$ cat src/rtl/mux8_rr_arbiter_pkg.sv
// mux8_rr_arbiter_pkg
//   Shared definitions for the round-robin arbiter around the 8:1 output mux.
//   Holds the source count, the mux select width and type, and the
//   two-state controller encodings. The controller encodings are plain
//   logic constants so that older files can still compare against them.
package mux8_rr_arbiter_pkg;

  localparam int N_SRC = 8;
  localparam int SEL_W = 3;

  typedef logic [SEL_W-1:0] sel_t;

  localparam logic [0:0] IDLE  = 1'b0;
  localparam logic [0:0] GRANT = 1'b1;

endpackage

$ cat src/rtl/Mux_8.sv
// Mux_8
//   Existing 8:1 WIDTH-bit multiplexer with an active-low chip select.
//   The output is forced to zero while the mux is deselected.
//   Ports:
//     in1..in8  input   WIDTH  data inputs; addr 0 selects in1, addr 7 selects in8
//     addr      input   3      input select
//     nCS       input   1      chip select, active low
//     Mout      output  WIDTH  selected word, zero when nCS is high
module Mux_8
  import mux8_rr_arbiter_pkg::*;
#(
  parameter int WIDTH = 8
) (
  input  logic [WIDTH-1:0] in1,
  input  logic [WIDTH-1:0] in2,
  input  logic [WIDTH-1:0] in3,
  input  logic [WIDTH-1:0] in4,
  input  logic [WIDTH-1:0] in5,
  input  logic [WIDTH-1:0] in6,
  input  logic [WIDTH-1:0] in7,
  input  logic [WIDTH-1:0] in8,
  input  sel_t             addr,
  input  logic             nCS,
  output logic [WIDTH-1:0] Mout
);

  // Plain combinational select, gated by the chip select.
  always_comb begin
    Mout = '0;
    if (!nCS) begin
      case (addr)
        3'd0: Mout = in1;
        3'd1: Mout = in2;
        3'd2: Mout = in3;
        3'd3: Mout = in4;
        3'd4: Mout = in5;
        3'd5: Mout = in6;
        3'd6: Mout = in7;
        3'd7: Mout = in8;
      endcase
    end
  end

endmodule

$ cat src/rtl/mux8_rr_arbiter.sv
// mux8_rr_arbiter
//   Round-robin arbiter and sequencer for the shared 8-way output mux.
//   One requester holds the mux at a time. A tenure lasts while its request
//   stays high, up to MAX_BURST beats, and every tenure is followed by one
//   idle cycle in which the next requester is chosen.
//   Ports:
//     clk         input   1        rising-edge clock
//     rst_n       input   1        asynchronous active-low reset
//     req         input   8        request per source (bit i -> mux input i+1)
//     din         input   8*WIDTH  flattened sources, source i at din[i*WIDTH +: WIDTH]
//     gnt         output  8        one-hot grant, zero when idle
//     addr        output  3        mux select, index of the granted source
//     nCS         output  1        mux enable, low exactly while gnt != 0
//     dout        output  WIDTH    registered mux output
//     dout_valid  output  1        strobe, dout carries a new beat
//     busy        output  1        high while a grant is in progress
module mux8_rr_arbiter
  import mux8_rr_arbiter_pkg::*;
#(
  parameter int WIDTH     = 8,
  parameter int MAX_BURST = 4
) (
  input  logic                   clk,
  input  logic                   rst_n,
  input  logic [N_SRC-1:0]       req,
  input  logic [N_SRC*WIDTH-1:0] din,
  output logic [N_SRC-1:0]       gnt,
  output sel_t                   addr,
  output logic                   nCS,
  output logic [WIDTH-1:0]       dout,
  output logic                   dout_valid,
  output logic                   busy
);

  localparam logic [3:0] BURST_LIM = 4'(MAX_BURST);

  logic [0:0]       state;
  sel_t             ptr;
  sel_t             cur;
  logic [3:0]       cnt;
  logic [WIDTH-1:0] mout;
  sel_t             pick;
  logic [N_SRC-1:0] pick_onehot;

  // Rotate the request vector so that ptr lands on bit 0, take the lowest
  // set bit, and rotate the index back. The source after the last one
  // served therefore has the highest priority.
  function automatic sel_t rr_pick(input logic [N_SRC-1:0] r, input sel_t p);
    logic [N_SRC-1:0] rot;
    sel_t             idx;
    logic             found;
    rot   = N_SRC'({r, r} >> p);
    idx   = '0;
    found = 1'b0;
    for (int i = 0; i < N_SRC; i++) begin
      if (!found && rot[i]) begin
        idx   = sel_t'(i);
        found = 1'b1;
      end
    end
    return idx + p;
  endfunction

  assign pick        = rr_pick(req, ptr);
  assign pick_onehot = {{(N_SRC-1){1'b0}}, 1'b1} << pick;
  assign busy        = (state == GRANT);

  // addr and nCS come straight from registers, so during a grant the mux
  // output is already the current owner's word when the beat is captured.
  Mux_8 #(.WIDTH(WIDTH)) u_mux (
    .in1  (din[0*WIDTH +: WIDTH]),
    .in2  (din[1*WIDTH +: WIDTH]),
    .in3  (din[2*WIDTH +: WIDTH]),
    .in4  (din[3*WIDTH +: WIDTH]),
    .in5  (din[4*WIDTH +: WIDTH]),
    .in6  (din[5*WIDTH +: WIDTH]),
    .in7  (din[6*WIDTH +: WIDTH]),
    .in8  (din[7*WIDTH +: WIDTH]),
    .addr (addr),
    .nCS  (nCS),
    .Mout (mout)
  );

  // Controller. IDLE arbitrates among all requesters; GRANT only looks at
  // the owner's request. The tenure ends either when the owner drops its
  // request (no beat that cycle) or on the beat that reaches MAX_BURST, and
  // in both cases the pointer moves past the owner so it ranks last next.
  always_ff @(posedge clk or negedge rst_n) begin
    if (!rst_n) begin
      state      <= IDLE;
      gnt        <= '0;
      addr       <= '0;
      nCS        <= 1'b1;
      ptr        <= '0;
      cur        <= '0;
      cnt        <= '0;
      dout       <= '0;
      dout_valid <= 1'b0;
    end else begin
      dout_valid <= 1'b0;
      case (state)
        IDLE: begin
          if (|req) begin
            cur   <= pick;
            gnt   <= pick_onehot;
            addr  <= pick;
            nCS   <= 1'b0;
            cnt   <= '0;
            state <= GRANT;
          end
        end
        GRANT: begin
          if (req[cur]) begin
            dout       <= mout;
            dout_valid <= 1'b1;
            cnt        <= cnt + 4'd1;
          end
          if (!req[cur] || (cnt + 4'd1 == BURST_LIM)) begin
            ptr   <= cur + sel_t'(1);
            gnt   <= '0;
            nCS   <= 1'b1;
            state <= IDLE;
          end
        end
      endcase
    end
  end

endmodule

$ cat config.mk
export PLATFORM = sky130hd
export DESIGN_NAME = mux8_rr_arbiter
export DESIGN_NICKNAME = d
export VERILOG_FILES = /design/src/rtl/mux8_rr_arbiter_pkg.sv /design/src/rtl/Mux_8.sv /design/src/rtl/mux8_rr_arbiter.sv
export SDC_FILE = /design/constraint.sdc
export NUM_CORES = 1
export LEC_CHECK = 0
export ABC_CLOCK_PERIOD_IN_PS = 4600
export CORE_MARGIN = 2
export CORE_UTILIZATION = 35
export CTS_CLUSTER_SIZE = 24
export DETAILED_ROUTE_END_ITERATION = 12
export GPL_TIMING_DRIVEN = 0
export HOLD_SLACK_MARGIN = 0.06
export SYNTH_ARGS = -nofsm -noshare
export SYNTH_HDL_FRONTEND = slang
export SYNTH_SLANG_ARGS = --single-unit
$ cat constraint.sdc
create_clock -name clk -period 4.6 [get_ports clk]
set_input_delay 0.46 -clock clk [delete_from_list [all_inputs] [get_ports clk]]
set_output_delay 0.46 -clock clk [all_outputs]
set_load 0.05 [all_outputs]
# Word-level counts from Yosys, hierarchy flattened
# Index checks and enable logic that the tools add are counted.
[word_totals]
regBits = 29
elab_cells = 81
input_bits = 74
out_inout_bits = 22
[classes]
n_bitwise = 1
eq_ne = 11
n_reduce_logical = 23
muxes = 32
order_cmp = 1
n_addsub = 3
shift = 2
[ops]
columns = ["cell", "n"]
rows = [
  ["case mux 8 bit (8 select lines)", 1],
  ["two-way mux 8 bit", 3],
  ["case mux 8 bit (2 select lines)", 1],
  [">> shifter 16 x 3 -> 8 bit", 1],
  ["two-way mux 1 bit", 15],
  ["two-way mux 3 bit", 5],
  ["== test 3 bit, second input constant", 4],
  ["AND reduction 2 bit", 5],
  ["zero test 1 bit", 8],
  ["two-way mux 4 bit", 2],
  ["case mux 4 bit (2 select lines)", 1],
  ["OR reduction 8 bit", 1],
  ["<< shifter 1 x 3 -> 8 bit, first input constant", 1],
  ["logical AND 1 bit", 7],
  ["== test 3 x 2 -> 1 bit, second input constant", 2],
  ["adder 4 x 1 -> 4 bit, second input constant", 1],
  ["== test 4 x 3 -> 1 bit, second input constant", 1],
  ["less-than comparator 3 x 4 -> 1 bit, second input constant", 1],
  ["!= test 2 x 1 -> 1 bit, second input constant", 2],
  ["case mux 1 bit (2 select lines)", 2],
  ["adder 3 x 1 -> 3 bit, second input constant", 1],
  ["adder 3 bit", 1],
  ["binary-select mux 1 bit (select 3 bit)", 1],
  ["== test 3 x 1 -> 1 bit, second input constant", 1],
  ["5 further kinds", 5],
]

# Depth between registers and ports, before layout
[logic_depth]
word_depth = 27
depth_mapped = 14

# Modules after synthesis
# A second synthesis with hierarchy kept.
[hier_totals]
cells_unflattened = 292
hier_area_um2 = 2795.2
[modules_own_cells]
columns = ["module", "n_inst", "seq_area_each_um2", "area_each_um2", "cells_per_inst"]
rows = [
  ["mux8_rr_arbiter", 1, 726.9, 2140.8, 198],
  ["Mux_8", 1, 0.0, 654.4, 94],
]

# Worst setup path before layout
# Ideal clock, no wire load.
[synth_path]
kind = "reg2reg"
startpoint = "register ptr[1]"
endpoint = "register gnt[6]"
setup_ps = 70
setup_slack_ps = 1362
period_less_slack_ps = 3238
path_stages_with_launch = 14
required_time_ps = 4530
path_buffers = 2
arrival_time_ps = 3168
path_cell_list = "dfrtp_1 buf_6 mux2i_1 mux2i_1 o32a_1 buf_2 nor4_1 a21oi_1 ha_1 fa_1 inv_1 nor4_1 nand4_1 nand3_1"
[synth_via]
elab_chain_len = 27
[synth_lines]
columns = ["element", "line", "source"]
rows = [
  ["start, declared", "mux8_rr_arbiter.sv:38", "sel_t ptr;"],
  ["start signal, assigned", "mux8_rr_arbiter.sv:119", "ptr <= cur + sel_t'(1);"],
  [">> shifter 16 x 3 -> 8 bit", "mux8_rr_arbiter.sv:52", "rot = N_SRC'({r, r} >> p);"],
  ["two-way mux 1 bit", "mux8_rr_arbiter.sv:56", "if (!found && rot[i]) begin"],
  ["zero test 1 bit", "mux8_rr_arbiter.sv:56", ""],
  ["logical AND 1 bit", "mux8_rr_arbiter.sv:56", ""],
  ["two-way mux 1 bit", "mux8_rr_arbiter.sv:56", ""],
  ["zero test 1 bit", "mux8_rr_arbiter.sv:56", ""],
  ["logical AND 1 bit", "mux8_rr_arbiter.sv:56", ""],
  ["two-way mux 1 bit", "mux8_rr_arbiter.sv:56", ""],
  ["[... 12 more ...]", "--", ""],
  ["zero test 1 bit", "mux8_rr_arbiter.sv:56", ""],
  ["logical AND 1 bit", "mux8_rr_arbiter.sv:56", ""],
  ["two-way mux 3 bit", "mux8_rr_arbiter.sv:56", ""],
  ["adder 3 bit *", "mux8_rr_arbiter.sv:61", "return idx + p;"],
  ["named net pick[1]", "mux8_rr_arbiter.sv:42", "sel_t pick;"],
  ["<< shifter 1 x 3 -> 8 bit *", "mux8_rr_arbiter.sv:65", "assign pick_onehot = {{(N_SRC-1){1'b0}}, 1'b1} << pick;"],
  ["two-way mux 8 bit *", "mux8_rr_arbiter.sv:103", "if (|req) begin"],
  ["case mux 8 bit (2 select lines) *", "mux8_rr_arbiter.sv:101", "case (state)"],
  ["end signal, assigned", "mux8_rr_arbiter.sv:105", "gnt <= pick_onehot;"],
  ["end, declared", "mux8_rr_arbiter.sv:27", "output logic [N_SRC-1:0] gnt,"],
]
# Mark *: on every way through the listed nets, which the timed path passes. The rest lies on a longest branch. The select of a mux whose other input is x is not followed.
# A chain may end at the register's enable or synchronous reset.

# Worst setup path after layout
# Ends and elaborated chain as after synthesis.

==> summary.md <==
| Metric | Value |
|---|---|
| Mapped Cells | 276 |
| Final Hold Fails | 0 |
| Remaining antenna violation count | 0 |
| Die Width | 92.4 um |
| Synthesized cell area | 0.00274 mm^2 |
| Post-synth ARST share | 100% |
| Seq/Total Area, Yosys | a little over a quarter |
| Full die area | 0.00854 mm^2 |
| CTS sink cnt | 29 |
| Maximum number of pins on one net before global-route repair | 30 |
| Worst Reg-to-Reg Cells | 13 |
| Worst path required time | between 4 and 5 ns |
| Routed WL per cell | 18.4 um |
| Tcrit/Tclk final | 85.6% |
| Share of layout cells above drive strength 1 | approximately an eighth |
| CTS tree | done |
| Row count | 32 |
| Resize count post-CTS | 0 |
| Crit path kind | register to register |
| First-pass GRT wire length | roughly 14000 um |
| Initial antenna violation count | 0 |
| Total CTS buffers | 5 |
| Vias in the first global route | about 2600 |
| Worst-path clk slew | 0.06 ns |
| Post-Route WL | 8820 um |
| DRT Pass-1 Iters | 5 |
| Cts hold-fix bufs | 0 |
| Reg-to-reg startpoint | ptr[1]$_DFFE_PN0P_ |
| Outcome | finished clean |
| Count of final setup violators | 0 |
| Pwr Total | 0.00254 W |
| Seq cells post-synth | 29 |
| # diodes | 0 |
| Post-synth top flop | dfrtp_1 |
| Maxcap violations | 0 |
| Total GRT Usage | 20.1% |
| CP max FO | 10 |
| Area grow syn2layout | 41.5% |
| I/O pins | 96 |
| Initial DRC Count | 214 |
| Max incr delay on CP | 0.60 ns |
| Chip height | 92.4 um |
| H-tree Lvls | 2 |
| Capturing element type of the critical path | register |
| Peak supply drop | 0.263 mV |
| Worst relative slew slack | 36.9% |
| Fin crit period | slightly below 4 ns |
| Arrival time at the worst endpoint | just over 4 ns |
| Crit-path cells | buf_2 > mux2i_1 > o311ai_1 > o32a_1 > buf_2 > nor4_1 > a21oi_1 > ha_1 > fa_1 > inv_1 > nor4_1 > nand4_1 > nand3_1 |
| Syn. warnings | 0 |
| Min-Delay Path Class | primary input to asynchronous set/reset pin |
| CP Launch Type | register |
| EDFF count, synth | 0 |
| Clock Path Buffers | 2 |
| Setup Skew | 0.00203 ns |
| IO Port Bufs | 93 |
| Power Density | 657 mW/mm^2 |
| Final Max Tran Viols | 0 |
| Setup repair after global routing missed its margin | false |
| Commonest non-fill, non-tap cell in the layout | clkdlybuf4s50_1 |
| Most frequent cells in the layout | clkdlybuf4s50_1, dfrtp_1, nand2_1 |
| Worst path slowest cell | fa_1 |
| Starting Density | a little over a third |
| LEAKAGE | 1.57 nW |
| GRT overflow | 0 |
| Top cell family by delay on the critical path | simple AND/OR/NAND/NOR gates |
| DR DRC count | 0 |
| Filler instances | roughly 740 |
| Nets@finish | 460 |
| DR vias | 2751 |
| Achievable Freq | 254 MHz |
| Clk_lat worst skew | 0.28 ns |
| Via density | 5.74 |
| Avg Inst Size Synth | 9.91 um^2 |
| Worst r2r dst | gnt[6]$_DFFE_PN0P_ |
| CP Buf/Inv Count | 3 |
| Hpwl dp | 6690 um |
| Hold WS | 0.206 ns |
| Clock root buffer | clkbuf_8 |
| Post CTS Setup Buffer Count | 0 |
| Setup_tns | 0 ns |
| GPL Wtd Cong | 0.828 |
| Post-Syn Nets | 360 |
| FF-to-FF setup slack | 0.66 ns |
| Slew at the pin with the worst max-slew slack | 0.947 ns |
| Synth unique cells | between 50 and 60 |
| CORE AREA | 0.00765 mm^2 |
worst max path at each step:
| stage | startpoint | end | slack (ns) | cells past startpoint |
|---|---|---|---|---|
| CTS | req[4] | gnt[6]$_DFFE_PN0P_ | 0.75 | 13 |
| global route | ptr[1]$_DFFE_PN0P_ | gnt[6]$_DFFE_PN0P_ | 0.45 | 13 |
| detailed placement | req[4] | gnt[6]$_DFFE_PN0P_ | 0.48 | 13 |
| finish | ptr[1]$_DFFE_PN0P_ | gnt[6]$_DFFE_PN0P_ | 0.66 | 13 |
| floorplan | ptr[1]$_DFFE_PN0P_ | gnt[6]$_DFFE_PN0P_ | 1.36 | 13 |
| global placement | req[4] | gnt[6]$_DFFE_PN0P_ | 0.51 | 13 |
final cells by class:
cell class	count	area, um^2	area share, %
Clock inverter	2	10.0	0.259
Tap cell	102	128	3.30
Buffer	26	194	5.01
Inverter	9	33.8	0.873
Clock buffer	6	72.6	1.87
Sequential cell	29	727	18.8
Timing Repair Buffer	93	926	23.9
Multi-Input combinational cell	212	1780	46.0
routing by layer:
metal | global-route usage, % | part of all wire, %
met5 | 0 | 0
met4 | 1.87 | 0.58
met3 | 3.17 | 3.3
met2 | 31.4 | 48
met1 | 30.4 | 48
per-stage QoR:
step	cell area (um^2)	cells	util, %	setup slack, ns
2_1_floorplan	2740	276	-	1.36
3_3_place_gp	3790	471	49.6	0.509
3_5_place_dp	3790	471	49.6	0.484
4_1_cts	3880	479	50.7	0.754
5_1_grt	3870	479	50.6	0.448
6_report	3870	479	50.6	0.664
worst register-to-register path: stages (launching register included):
cell and delay, ns:
dfrtp_1 0.50, buf_2 0.32, mux2i_1 0.38, o311ai_1 0.22
o32a_1 0.24, buf_2 0.20, nor4_1 0.29, a21oi_1 0.09
ha_1 0.20, fa_1 0.60, inv_1 0.11, nor4_1 0.44
nand4_1 0.15, nand3_1 0.13
Yosys cell counts (6+ instances only):
master     n  area (um^2)
o31ai_1   13         97.6
a222oi_1  12          120
o21ai_0    7         35.0
nand2_1   23         86.3
o21ai_1    6         30.0
dfrtp_1   28          701
ha_1       9          113
inv_1      8         30.0
nand4_1    9         56.3
nor4_1     7         43.8
nand3_1   13         65.1
o211ai_1   8         60.1
mux2_2     9          101
mux2i_1   10          100
buf_2      6         30.0
mux4_1     8          210
a21oi_1   11         55.1
clkbuf_1   7         26.3
sequential cells by signal, summed over array words and instances, names as in the netlist:
name        flops
nCS             1
dout_valid      1
busy            1
cnt             4
ptr             3
cur             3
dout            8
gnt             8
cells by family (layout without fill, tap and decap cells):
| family | count (synthesis) | in the layout | synth area share (%) |
|---|---|---|---|
| adders and majority gates | 10 | 10 | 4.85 |
| muxes | 35 | 35 | 19.5 |
| AOI/OAI and AO/OA | 87 | 87 | 24.2 |
| DFF | 29 | 29 | 26.6 |
| xor gates and xnor gates | 4 | 4 | 1.28 |
| and+or+nand+nor | 76 | 76 | 15.3 |
| buffers and inverters | 35 | 136 | 8.33 |
power breakdown:
part / total (W) / internal, W / switching [W]
registers: 0.000444 / 0.000353 / 0.0000914
logic: 0.00190 / 0.000755 / 0.00114
clock network: 0.000200 / 0.000105 / 0.0000958
Power figures use the tool's default switching activity.
